--- src/rtl/registro_pkg.sv ---
// Shared constants and helpers for the registro_fifo key/data buffer.
package registro_pkg;

    localparam int MODE_DROP      = 0;
    localparam int MODE_OVERWRITE = 1;

    // Ceiling log2; clog2(1) = 0. Used for pointer and count widths.
    function automatic int clog2(input int n);
        int r;
        r = 0;
        while ((1 << r) < n) begin
            r = r + 1;
        end
        return r;
    endfunction

endpackage

--- src/rtl/registro_fifo_if.sv ---
// Push/pop handshake and status bundle for registro_fifo.
interface registro_fifo_if #(
    parameter int WIDTH = 4,
    parameter int DEPTH = 8
) ();
    import registro_pkg::*;

    localparam int CW = clog2(DEPTH + 1);

    logic             wr;
    logic [WIDTH-1:0] d;
    logic             rd;
    logic [WIDTH-1:0] q;
    logic             empty;
    logic             full;
    logic [CW-1:0]    count;

    modport master (
        output wr, d, rd,
        input  q, empty, full, count
    );

    modport slave (
        input  wr, d, rd,
        output q, empty, full, count
    );

endinterface

--- src/rtl/registro_n.sv ---
// WIDTH-bit storage register with load enable; contents are not reset.
module registro_n #(
    parameter int WIDTH = 4
) (
    input  logic             ck,
    input  logic             en,
    input  logic [WIDTH-1:0] d,
    output logic [WIDTH-1:0] q
);

    // Load on enable, hold otherwise.
    always_ff @(posedge ck) begin
        if (en) begin
            q <= d;
        end
    end

endmodule

--- src/rtl/registro_fifo.sv ---
// Keyboard-path key/data buffer: DEPTH x WIDTH FIFO, first-word-fall-through,
// with drop or overwrite-oldest policy when full and sticky ovf/unf flags.
module registro_fifo
    import registro_pkg::*;
#(
    parameter int WIDTH = 4,
    parameter int DEPTH = 8,
    parameter int MODE  = MODE_DROP
) (
    input  logic           ck,
    input  logic           rst,
    input  logic           ce,
    input  logic           clr_err,
    registro_fifo_if.slave bus,
    output logic           ovf,
    output logic           unf
);

    localparam int CW = clog2(DEPTH + 1);
    localparam int PW = clog2(DEPTH);
    localparam logic [PW-1:0] LAST = PW'(DEPTH - 1);

    logic [PW-1:0]    wr_ptr;
    logic [PW-1:0]    rd_ptr;
    logic [CW-1:0]    cnt;
    logic             is_empty;
    logic             is_full;
    logic             wr_accept;
    logic             rd_adv;
    logic             ovf_set;
    logic             unf_set;
    logic [WIDTH-1:0] mem [DEPTH];
    logic [WIDTH-1:0] head;

    // Explicit wrap so non-power-of-2 depths work.
    function automatic logic [PW-1:0] inc_ptr(input logic [PW-1:0] p);
        return (p == LAST) ? '0 : p + 1'b1;
    endfunction

    assign is_empty = (cnt == '0);
    assign is_full  = (cnt == CW'(DEPTH));

    // A write is taken unless full in drop mode with no pop freeing a slot.
    // When full, wr_ptr == rd_ptr, so a write+pop overwrites the slot just popped.
    assign wr_accept = bus.wr & (~is_full | bus.rd | (MODE == MODE_OVERWRITE));

    // Head advances on a real pop, or when an overwrite pushes out the oldest word.
    assign rd_adv = (bus.rd & ~is_empty)
                  | (bus.wr & ~bus.rd & is_full & (MODE == MODE_OVERWRITE));

    assign ovf_set = bus.wr & ~bus.rd & is_full;
    assign unf_set = bus.rd & is_empty;

    for (genvar i = 0; i < DEPTH; i++) begin : g_reg
        registro_n #(.WIDTH(WIDTH)) u_reg (
            .ck (ck),
            .en (ce & wr_accept & (wr_ptr == PW'(i))),
            .d  (bus.d),
            .q  (mem[i])
        );
    end

    // Pointer and occupancy update.
    always_ff @(posedge ck) begin
        if (rst) begin
            wr_ptr <= '0;
            rd_ptr <= '0;
            cnt    <= '0;
        end else if (ce) begin
            if (wr_accept) begin
                wr_ptr <= inc_ptr(wr_ptr);
            end
            if (rd_adv) begin
                rd_ptr <= inc_ptr(rd_ptr);
            end
            if (wr_accept && !rd_adv) begin
                cnt <= cnt + 1'b1;
            end else if (rd_adv && !wr_accept) begin
                cnt <= cnt - 1'b1;
            end
        end
    end

    // Sticky error flags; a new event on the clearing edge still sets the flag.
    always_ff @(posedge ck) begin
        if (rst) begin
            ovf <= 1'b0;
            unf <= 1'b0;
        end else if (ce) begin
            ovf <= (ovf & ~clr_err) | ovf_set;
            unf <= (unf & ~clr_err) | unf_set;
        end
    end

    // Head-of-queue mux, zero when empty.
    always_comb begin
        head = '0;
        for (int i = 0; i < DEPTH; i++) begin
            if (rd_ptr == PW'(i)) begin
                head = mem[i];
            end
        end
        if (is_empty) begin
            head = '0;
        end
    end

    assign bus.q     = head;
    assign bus.empty = is_empty;
    assign bus.full  = is_full;
    assign bus.count = cnt;

endmodule

--- src/flat_wrapper.sv ---
// flat-port wrapper written by rule: the top's interface ports become plain ports
module registro_fifo_flat import registro_pkg::*;
#(
    parameter int WIDTH = 4,
    parameter int DEPTH = 8,
    parameter int MODE  = MODE_DROP
)
  (ck, rst, ce, clr_err, ovf, unf, bus_wr, bus_d, bus_rd, bus_q, bus_empty, bus_full, bus_count);
  registro_fifo_if #(.WIDTH(WIDTH), .DEPTH(DEPTH)) bus_i ();
  input  logic ck;
  input  logic rst;
  input  logic ce;
  input  logic clr_err;
  output logic ovf;
  output logic unf;
  input wire logic [$bits(bus_i.wr)-1:0] bus_wr;
  input wire logic [$bits(bus_i.d)-1:0] bus_d;
  input wire logic [$bits(bus_i.rd)-1:0] bus_rd;
  output wire logic [$bits(bus_i.q)-1:0] bus_q;
  output wire logic [$bits(bus_i.empty)-1:0] bus_empty;
  output wire logic [$bits(bus_i.full)-1:0] bus_full;
  output wire logic [$bits(bus_i.count)-1:0] bus_count;
  assign bus_i.wr = bus_wr;
  assign bus_i.d = bus_d;
  assign bus_i.rd = bus_rd;
  assign bus_q = bus_i.q;
  assign bus_empty = bus_i.empty;
  assign bus_full = bus_i.full;
  assign bus_count = bus_i.count;
  registro_fifo #(.WIDTH(WIDTH), .DEPTH(DEPTH), .MODE(MODE)) u_core (.ck(ck), .rst(rst), .ce(ce), .clr_err(clr_err), .bus(bus_i), .ovf(ovf), .unf(unf));
endmodule
--- config.mk ---
export PLATFORM = sky130hd
export DESIGN_NAME = registro_fifo_flat
export DESIGN_NICKNAME = d
export VERILOG_FILES = /design/src/rtl/registro_pkg.sv /design/src/rtl/registro_fifo_if.sv /design/src/rtl/registro_n.sv /design/src/rtl/registro_fifo.sv /design/src/flat_wrapper.sv
export SDC_FILE = /design/constraint.sdc
export NUM_CORES = 1
export LEC_CHECK = 0
export ABC_AREA = 1
export CORE_MARGIN = 2
export CORE_UTILIZATION = 35
export DETAILED_ROUTE_END_ITERATION = 12
export PLACE_DENSITY = 0.54
export SETUP_SLACK_MARGIN = 0.2
export SLEW_MARGIN = 20
export SYNTH_ARGS = -nofsm -noshare
export SYNTH_HDL_FRONTEND = slang
export SYNTH_SLANG_ARGS = --single-unit
--- constraint.sdc ---
create_clock -name ck -period 1.85 [get_ports ck]
set_input_delay 0.37 -clock ck [delete_from_list [all_inputs] [get_ports ck]]
set_output_delay 0.37 -clock ck [all_outputs]
set_load 0.01 [all_outputs]
==> out/metrics.yaml <==
worst_setup_path:
  r2r_end: "u_core.bus.count[3]"
  cp-end-kind: "primary output"
  worstPathArrival_ns: 1.72
  critPathMostFrequentCell: "nand2_1"
  crit_chain: "inv_4, ha_4, nor2_4, nand3_1, nand3_1, nand2_1, nand2_1, nand2_1, nand2_1, nand2_1, a21oi_2, buf_2"
  r2r_cells: 15
  slowest_stage: "dfxtp_4"
  start_kind: "flip-flop"
  slowest_delay_ns: 0.39
  worst-path-buf-inv: 2
  r2r_slack_ns: -0.12
  cp_max_fo: 6
  crit_type: "flip-flop to primary output"
  critical_path.top_delay_family: "simple AND/OR/NAND/NOR gates"
  worstSetupStartpoint: "u_core.rd_ptr[1]"
  required_ns: 1.48
  crit_path_end: "bus_q[2]"
  path_depth: 12
  reg2reg_from: "u_core.bus.count[1]"
synthesis:
  syn_avg_cell_area_um2: 9.270
  yosys_warnings: 0
  synth_nets: 261
  yosysSeqAreaShare_pct: 55.14
  synthesis.instances: 235
  netlist_area_mm2: 0.002178
  ys_ff_latch: 44
  synth_cell_types: 21
layout:
  areaGrowthSynthToFinish_pct: 44.63
  mostFrequentLayoutCell: "nand2_1"
  instances_no_fill: 380
  drive_gt1_share_pct: 34.10
  final_util_pct: 52.90
  fillerInstances: 560
  nNetsFinal: 330
  regArea_mm2: 0.001219
  multi_input_area_mm2: 0.001017
  stdcell_area_mm2: 0.003151
  n_antenna_cell: 0
  layout_common_cells: "nand2_1 (47), inv_1 (33), buf_4 (32), edfxtp_1 (32)"
grt:
  met3_usage_pct: 2.584
  use_met1_pct: 16.60
  grt_pass1_wl_um: 7672
  grt_max_degree: 14
  met2_usage_pct: 25.00
  groute.usage.overall_pct: 14.08
  grt_overflow: 0
  busiest_layer: "met2"
  first_global_vias: 1693
  antenna_found_initial: 0
timing:
  period_needed_ns: 2.094
  hold_viol_final: 0
  setup_viol_count_final: 5
  fin_worst_skew_ns: 0.006782
  fmax_ghz: 0.4777
  tightestPinTransition_ns: 0.3360
  rsz0062_at_grt: "yes"
  post-route-period-util_pct: 113.2
  slew_violations: 0
  setup_tns_ns: -1.069
  setup_ws_ns: -0.2435
  slew_headroom_pct: 77.53
route:
  vias: 1751
  first_iter_violations: 105
  routed_wl_um: 4664
  avgRoutedWirePerCell_um: 12.27
  vias_per_cell: 4.608
  post-route-drc-count: 0
  postRouteAntennaNets: 0
  drtPass1Iterations: 4
placement:
  place_hpwl_um: 3445
  place_area_mm2: 0.002790
  port_buffers: 21
  place_inst: 364
  gp_congestion: 0.7944
clocking:
  path_clk_slew_ns: 0.08
  clock_tree.buffer_depth: 2
  cts_sinks: 44
  cts_tree: "done"
  clockRootBuffer: "clkbuf_8"
  htreeDepth: 2
  worstSkewPairLatency_ns: 0.29
  cts_buffers: 5
  hold_buffers: 0
floorplanning:
  rows: 28
  start_util_pct: 36.58
  io_pins: 22
  die_y_um: 82.89
  die_w_um: 82.89
  dieArea_mm2: 0.006871
  core-area_mm2: 0.005956
status:
  status: "complete, but fails checks"
  violations: "setup timing"
worst_hold_path:
  worstHoldPathCells: 2
  min_path_type: "flip-flop to flip-flop"
run:
  drv_cap: 0
power_and_ir_drop:
  vdd_drop_max_v: 0.0004321
  p_leak_nw: 1.355
  power.density_mw_per_mm2: 909.7
sequential cells by signal, indices dropped and copies added, names as in the netlist:
register          flops
u_core.rd_ptr         3
u_core.g.u_reg.q     32
u_core.wr_ptr         3
u_core.unf            1
u_core.ovf            1
u_core.bus.count      4
cells in the mapped netlist:
cell type / n / area (um2)
nand2_1: 52 / 195.2
inv_1: 41 / 153.9
edfxtp_1: 32 / 960.9
nand3_1: 16 / 80.08
a21oi_1: 15 / 75.07
ha_1: 15 / 187.7
nor2_1: 15 / 56.30
o21ai_0: 14 / 70.07
dfxtp_1: 12 / 240.2
nor3_1: 6 / 30.03
a211oi_1: 3 / 22.52
o21ai_1: 3 / 15.01
a21oi_2: 2 / 17.52
nand2_2: 2 / 12.51
buf_4: 1 / 7.510
clkinv_1: 1 / 3.750
fa_1: 1 / 20.02
inv_2: 1 / 3.750
nand2_4: 1 / 11.26
nor2_2: 1 / 6.260
xnor2_1: 1 / 8.760
repair_timing:
action                                  in CTS  in global routing
pin swaps                                   15                  7
resized for setup                           68                 20
cloned                                       0                  0
buffers inserted                             6                  2
endpoints found under the setup margin      14                 11
cell families (layout without fill, tap and decap cells):
kind of cell | Yosys count | count (layout) | share of synthesized area [%]
and+or+nand+nor | 93 | 93 | 17.98
adders and majority gates | 16 | 16 | 9.535
DFF | 44 | 44 | 55.14
buffers and inverters | 44 | 114 | 7.754
AOI/OAI and AO/OA | 37 | 37 | 9.190
xor gates and xnor gates | 1 | 1 | 0.4021
worst min-delay path by stage:
stage | from | endpoint | slack (ns)
finish | u_core.ovf | u_core.ovf | 0.49
global route | u_core.ovf | u_core.ovf | 0.54
CTS | u_core.unf | u_core.unf | 0.49
detailed placement | u_core.unf | u_core.unf | 0.47
global placement | u_core.unf | u_core.unf | 0.48
floorplan | rst | u_core.ovf | 0.44
report_power, final:
group          leakage [nW]  total (mW)  switching (mW)  internal, mW
registers             0.391        1.14          0.0368          1.11
clock network        0.0552       0.712           0.311         0.401
logic                 0.909        1.01           0.495         0.516
total                  1.36        2.87           0.844          2.02
per-layer routing:
| metal | wire length [um] | vias to the layer above |
|---|---|---|
| met1 | 2047 | 802 |
| met4 | 94 | 0 |
| met3 | 150 | 9 |
| li1 | - | 907 |
| met5 | 0 | - |
| met2 | 2372 | 33 |
worst min-delay path: stages, from the launching register on:
cell     delay (ns)
dfxtp_1        0.32
o21ai_0        0.07
a21oi_1        0.06
through the flow:
stage,hold slack [ns],worst slack [ns],power (mW)
2_1_floorplan,0.4391,-0.1382,1.582
3_3_place_gp,0.4802,-0.4006,1.970
4_1_cts,0.4891,-0.2604,2.793
3_5_place_dp,0.4739,-0.4429,1.974
5_1_grt,0.5445,-0.3954,3.038
6_report,0.4887,-0.2435,2.866
area by class of cell:
class / count / share of cell area (%)
inverter: 43 / 5.520
tap: 75 / 2.979
multi-input combinational: 147 / 32.29
timing repair buffer: 63 / 17.12
sequential: 44 / 38.68
clock buffer: 6 / 2.303
clock inverter: 2 / 1.112
Note: power is estimated with default switching activity, not from simulation.
==> edit 1 (same flow settings) <==
`WIDTH` is set to 4 in 4 places; all go to 6.
--- a/src/rtl/registro_fifo_if.sv
+++ b/src/rtl/registro_fifo_if.sv
@@ -1,6 +1,6 @@
 // Push/pop handshake and status bundle for registro_fifo.
 interface registro_fifo_if #(
-    parameter int WIDTH = 4,
+    parameter int WIDTH = 6,
     parameter int DEPTH = 8
 ) ();
     import registro_pkg::*;
--- a/src/rtl/registro_n.sv
+++ b/src/rtl/registro_n.sv
@@ -1,6 +1,6 @@
 // WIDTH-bit storage register with load enable; contents are not reset.
 module registro_n #(
-    parameter int WIDTH = 4
+    parameter int WIDTH = 6
 ) (
     input  logic             ck,
     input  logic             en,
--- a/src/rtl/registro_fifo.sv
+++ b/src/rtl/registro_fifo.sv
@@ -3,7 +3,7 @@
 module registro_fifo
     import registro_pkg::*;
 #(
-    parameter int WIDTH = 4,
+    parameter int WIDTH = 6,
     parameter int DEPTH = 8,
     parameter int MODE  = MODE_DROP
 ) (
--- a/src/flat_wrapper.sv
+++ b/src/flat_wrapper.sv
@@ -1,7 +1,7 @@
 // flat-port wrapper written by rule: the top's interface ports become plain ports
 module registro_fifo_flat import registro_pkg::*;
 #(
-    parameter int WIDTH = 4,
+    parameter int WIDTH = 6,
     parameter int DEPTH = 8,
     parameter int MODE  = MODE_DROP
 )
Interface: changed (resized bus_d and bus_q); port bits go from 22 to 26. The function was not compared with the original's and may differ.
==> edit 1 against the unedited design <==
The run still ends with setup timing left; combinational power increased by 15%; utilization down 1.2 points; count of clock-buffer cells in the layout is 7 higher; wire length rose by 45%; first-iteration DRC count down 37%; synthesized cell count rose by 32%; sequential share of layout area up 1.8 points; sequential cell count is 16 higher; synthesized area grew 34%; worst setup slack lost 0.15 ns; power is 28% higher; register-to-register slack improved by 0.05 ns; design area grew 33%; largest cell class unchanged.
==> edit 1: results (changes against the unedited design) <==
{| class="wikitable"
! Metric !! Value
|-
| Status || finished with violations
|-
| Violated checks || setup timing
|-
| Global routing met2 resource utilization || 25.65% (+0.65 points)
|-
| Number of cells produced by synthesis || 310 (+32%)
|-
| Number of cells after detailed placement || 476 (+31%)
|-
| Most frequent cells after synthesis || nand2_1, inv_1, edfxtp_1, nor2_1
|-
| RePlAce Congestion || 0.8041 (+1.2%)
|-
| Clock latency reported for the late side of the worst-skew pair || 0.34 ns (+0.05 ns)
|-
| Fraction of met3 tracks used by global routing || 3.874% (+1.3 points)
|-
| Pre-CTS worst setup slack || -0.4852 ns (-0.04222 ns)
|-
| Clock slew at reported path FFs || 0.06 ns (-0.02 ns)
|-
| Synth top area share || 49.36% (+5.2 points)
|-
| Net count reported at finish || 423 (+28%)
|-
| DRT Wirelength || 6785 um (+45%)
|-
| Clock H-tree levels || 3 (+1)
|-
| Highest cell delay on the worst timing path || 0.37 ns (-0.02 ns)
|-
| Via count of the first global-routing pass || 2182 (+29%)
|-
| Wire length of the first global-routing pass || 10360 um (+35%)
|-
| Slew Limit Headroom || 74.32% (-3.2 points)
|-
| Antenna cells || 0 (unchanged)
|-
| Overall routing resource usage || 15.63% (+1.5 points)
|-
| Num CTS Buffers || 9 (+4)
|-
| Most area-consuming cells after synthesis || edfxtp_1, nand2_1, dfxtp_1, inv_1, ha_1
|-
| Met1 usage || 19.31% (+2.7 points)
|-
| Largest net degree at the start of global routing || 13 (-1)
|-
| Fraction of layout instances using a drive strength above 1 || 36.25% (+2.2 points)
|-
| HPWL after DPL || 4879 um (+42%)
|-
| Min setup slack post-route || -0.3967 ns (-0.1532 ns)
|-
| Flip-flop count of the largest register after layout || 48 (+50%)
|-
| Worst IR Drop VDD || 585.0 uV (+35%)
|-
| Worst Clk Skew || 0.006131 ns (-0.0006518 ns)
|-
| Sequential area share after synthesis || 57.58% (+2.4 points)
|-
| Avg Vias per Cell || 4.576 (-0.69%)
|-
| Post-synth EDFFs || 48 (+50%)
|-
| Data arrival at the endpoint of the critical path || 1.88 ns (+0.16 ns)
|-
| Count of endpoints failing setup in the final report || 8 (+3)
|-
| Detail-routed net length per standard cell || 13.44 um (+9.5%)
|-
| Standby leakage power || 1.793 nW (+32%)
|-
| Count of input and output buffers || 25 (+19%)
|-
| Flop and latch count out of synthesis || 60 (+36%)
|-
| Initial detailed-routing violation count || 66 (-37%)
|-
| Commonest register cell after synthesis || edfxtp_1
|-
| Distinct cells, synth || 26 (+24%)
|}
## edit 1: timing repair
action,CTS,global route
endpoints found under the setup margin,16,61
cloned,0,1
setup buffers,8,4
hold buffers,0,0
pin swaps,21,13
resized for setup,67,25
## edit 1: cells by family after synthesis
family / synth area share (%)
compound gates: 7.927
xor+xnor: 0.3000
fa+ha+maj: 7.112
buf+inv: 8.226
flops: 57.58
simple gates: 18.85
## edit 1: cell type report
| type | instances | area, um2 |
|---|---|---|
| clock inverters | 3 | 15.01 |
| multi-input cells | 192 | 1277 |
| well taps | 105 | 131.4 |
| inverters | 53 | 219.0 |
| fillers | 757 | 3933 |
| clock buffers | 13 | 138.9 |
| repair buffers | 79 | 720.7 |
| flip-flops and latches | 60 | 1699 |
## edit 1: worst paths after layout
path,start,endpoint,slack (ns),cells after the start
min,u_core.unf,u_core.unf,0.48,2
min reg2reg,u_core.unf,u_core.unf,0.48,2
max reg2reg,u_core.bus.count[0],u_core.bus.count[3],-0.07,15
max,u_core.rd_ptr[0],bus_q[3],-0.40,13
## edit 1: metrics by stage
step	setup TNS [ns]	util (%)
finish	-2.281	51.65
global route	-3.409	51.65
CTS	-2.420	49.87
detailed placement	-5.210	46.47
global placement	-5.341	46.47
floorplan	-0.1233	-
## edit 1: where the power goes
group,internal [mW],total (mW),switching [mW],leakage (nW)
logic,0.558,1.16,0.601,1.18
clock network,0.481,0.965,0.484,0.0812
registers,1.51,1.55,0.0426,0.536
## edit 1: worst register-to-register path: stages (launching register included)
cell and delay (ns):
dfxtp_4 0.35, nor2_4 0.12, nand2_2 0.07, nor2_4 0.10, nand2_2 0.07, nand2_2 0.06
inv_2 0.04, ha_4 0.16, inv_4 0.07, ha_4 0.21, a21oi_2 0.12, nand2_2 0.07
a21oi_2 0.10, o21ai_1 0.09, o21ai_1 0.13, a21oi_1 0.05
## edit 1: layer usage
layer,wire [um],up-vias
li1,-,1171
met1,2991,1080
met2,3341,52
met3,360,8
met4,91,0
met5,0,-
==> edit 2 (same flow settings) <==
Without the edit above. Make the reset (`rst`) asynchronous in 2 clocked blocks.
--- a/src/rtl/registro_fifo.sv
+++ b/src/rtl/registro_fifo.sv
@@ -61,7 +61,7 @@
     end
 
     // Pointer and occupancy update.
-    always_ff @(posedge ck) begin
+    always_ff @(posedge ck or posedge rst) begin
         if (rst) begin
             wr_ptr <= '0;
             rd_ptr <= '0;
@@ -82,7 +82,7 @@
     end
 
     // Sticky error flags; a new event on the clearing edge still sets the flag.
-    always_ff @(posedge ck) begin
+    always_ff @(posedge ck or posedge rst) begin
         if (rst) begin
             ovf <= 1'b0;
             unf <= 1'b0;
Check against the original RTL: differs if rst is asserted again (counterexample within 4 cycles, from zero or initial values and one cycle with rst high); with rst held inactive, the same outputs for 10 cycles.
==> edit 2 against the unedited design <==
The run still ends with setup timing left; register-to-register slack got worse by 0.23 ns; worst setup slack got worse by 0.16 ns; synthesized area up 3.3%; count of clock-buffer cells in the layout is the same; critical path depth increased by 1; clock skew is 0.0020 ns lower; sequential cell count unchanged; fmax down 7.3%; design area grew 6.4%; wire length is 6.2% higher; highest routed layer unchanged.
Power is not compared: it rests on default switching activity, and its combinational part moved more than twofold at a synthesized area within 25%.
==> edit 2: results (changes against the unedited design) <==
{| class="wikitable"
! Metric !! Value
|-
| Status || finished with violations
|-
| Violated checks || setup timing
|-
| Largest net degree at the start of global routing || 15 (+1)
|-
| Min setup slack post-route || -0.4081 ns (-0.1646 ns)
|-
| RePlAce Congestion || 0.8129 (+2.3%)
|-
| Pre-CTS worst setup slack || -0.5108 ns (-0.06783 ns)
|-
| Net count reported at finish || 335 (+1.5%)
|-
| Data arrival at the endpoint of the critical path || 1.89 ns (+0.17 ns)
|-
| CP max FO || 4 (-2)
|-
| Count of input and output buffers || 21 (unchanged)
|-
| Post-synth EDFFs || 32 (unchanged)
|-
| Most frequent cells after synthesis || nand2_1, inv_1, edfxtp_1, nand3_1, nor2_1
|-
| Highest cell delay on the worst timing path || 0.46 ns (+0.07 ns)
|-
| Overall routing resource usage || 14.84% (+0.76 points)
|-
| First-pass iteration count of the detailed router || 4 (unchanged)
|-
| Sequential area share after synthesis || 56.03% (+0.89 points)
|-
| Post-CTS Setup Inserts || 8 (+2)
|-
| Number of fill cells || 558 (-0.36%)
|-
| Slowest cell on crit path || dfrtp_2
|-
| Cell area reported after detailed placement || 0.002892 mm2 (+3.6%)
|-
| Count of endpoints failing setup in the final report || 9 (+4)
|-
| Detail-routed net length per standard cell || 12.80 um (+4.3%)
|-
| Number of cells after detailed placement || 365 (+0.27%)
|-
| Clock slew at reported path FFs || 0.08 ns (about the same)
|-
| Distinct cells, synth || 24 (+14%)
|-
| Clock H-tree levels || 2 (unchanged)
|-
| Worst Clk Skew || 0.004806 ns (-0.001976 ns)
|-
| Wire length of the first global-routing pass || 8252 um (+7.6%)
|-
| DRT Wirelength || 4952 um (+6.2%)
|-
| Avg Vias per Cell || 4.589 (-0.41%)
|-
| Power per Cell Area || 1396 mW/mm2
|-
| Most area-consuming cells after synthesis || edfxtp_1, dfrtp_1, nand2_1, ha_1, inv_1
|-
| Via count of the first global-routing pass || 1835 (+8.4%)
|-
| Yosys warning count || 0 (unchanged)
|-
| Resized Gates After CTS || 50 (-26%)
|-
| Mean instance size in the synthesized netlist || 9.578 um2 (+3.3%)
|-
| Share of async-settable or async-resettable flops after synthesis || 27.27% (+27 points)
|-
| Initial detailed-routing violation count || 79 (-25%)
|-
| HPWL after DPL || 3557 um (+3.3%)
|-
| Type of the most critical hold path || primary input to asynchronous set/reset pin
|-
| Fraction of layout instances using a drive strength above 1 || 41.29% (+7.2 points)
|-
| Antenna cells || 0 (unchanged)
|}
-- edit 2: layout make-up --
class | instances | area, um2 | share of cell area [%]
clock buffer | 6 | 82.58 | 2.463
clock inverter | 2 | 15.01 | 0.4478
inverter | 41 | 163.9 | 4.888
multi-input combinational | 149 | 1116 | 33.28
sequential | 44 | 1266 | 37.76
tap | 77 | 96.34 | 2.873
timing repair buffer | 68 | 613.1 | 18.28
-- edit 2: metrics by stage --
stage	util, %	setup TNS (ns)
floorplan	-	-0.7080
global placement	46.06	-4.028
detailed placement	46.06	-4.017
CTS	49.91	-2.386
global route	53.42	-3.714
finish	53.42	-2.593
-- edit 2: per-layer routing --
| metal | global-route usage, % | vias to the layer above | routed length, um |
|---|---|---|---|
| li1 | - | 902 | - |
| met1 | 16.38 | 829 | 1942 |
| met2 | 27.85 | 36 | 2710 |
| met3 | 3.245 | 9 | 205 |
| met4 | 5.279 | 0 | 93 |
| met5 | 0 | - | 0 |
-- edit 2: worst paths after layout --
| check | end | slack (ns) | cells after the start | start |
|---|---|---|---|---|
| setup / recovery | bus_q[0] | -0.41 | 13 | u_core.rd_ptr[0] |
| hold / removal | u_core.rd_ptr[1] | 0.43 | 2 | rst |
| setup reg to reg | u_core.bus.count[3] | -0.35 | 15 | u_core.bus.count[1] |
| hold reg to reg | u_core.ovf | 0.52 | 2 | u_core.ovf |
| max in group asynchronous | u_core.bus.count[0] | 1.00 | 2 | rst |
| min in group ck | u_core.ovf | 0.52 | 2 | u_core.ovf |
-- edit 2: logic make-up after synthesis --
logic type      count (synthesis)  share of synthesized area (%)
simple gates                  107                          20.85
flops                          44                          56.03
buf+inv                        43                          7.671
compound gates                 22                          5.058
fa+ha+maj                      16                          9.227
xor+xnor                        3                          1.168
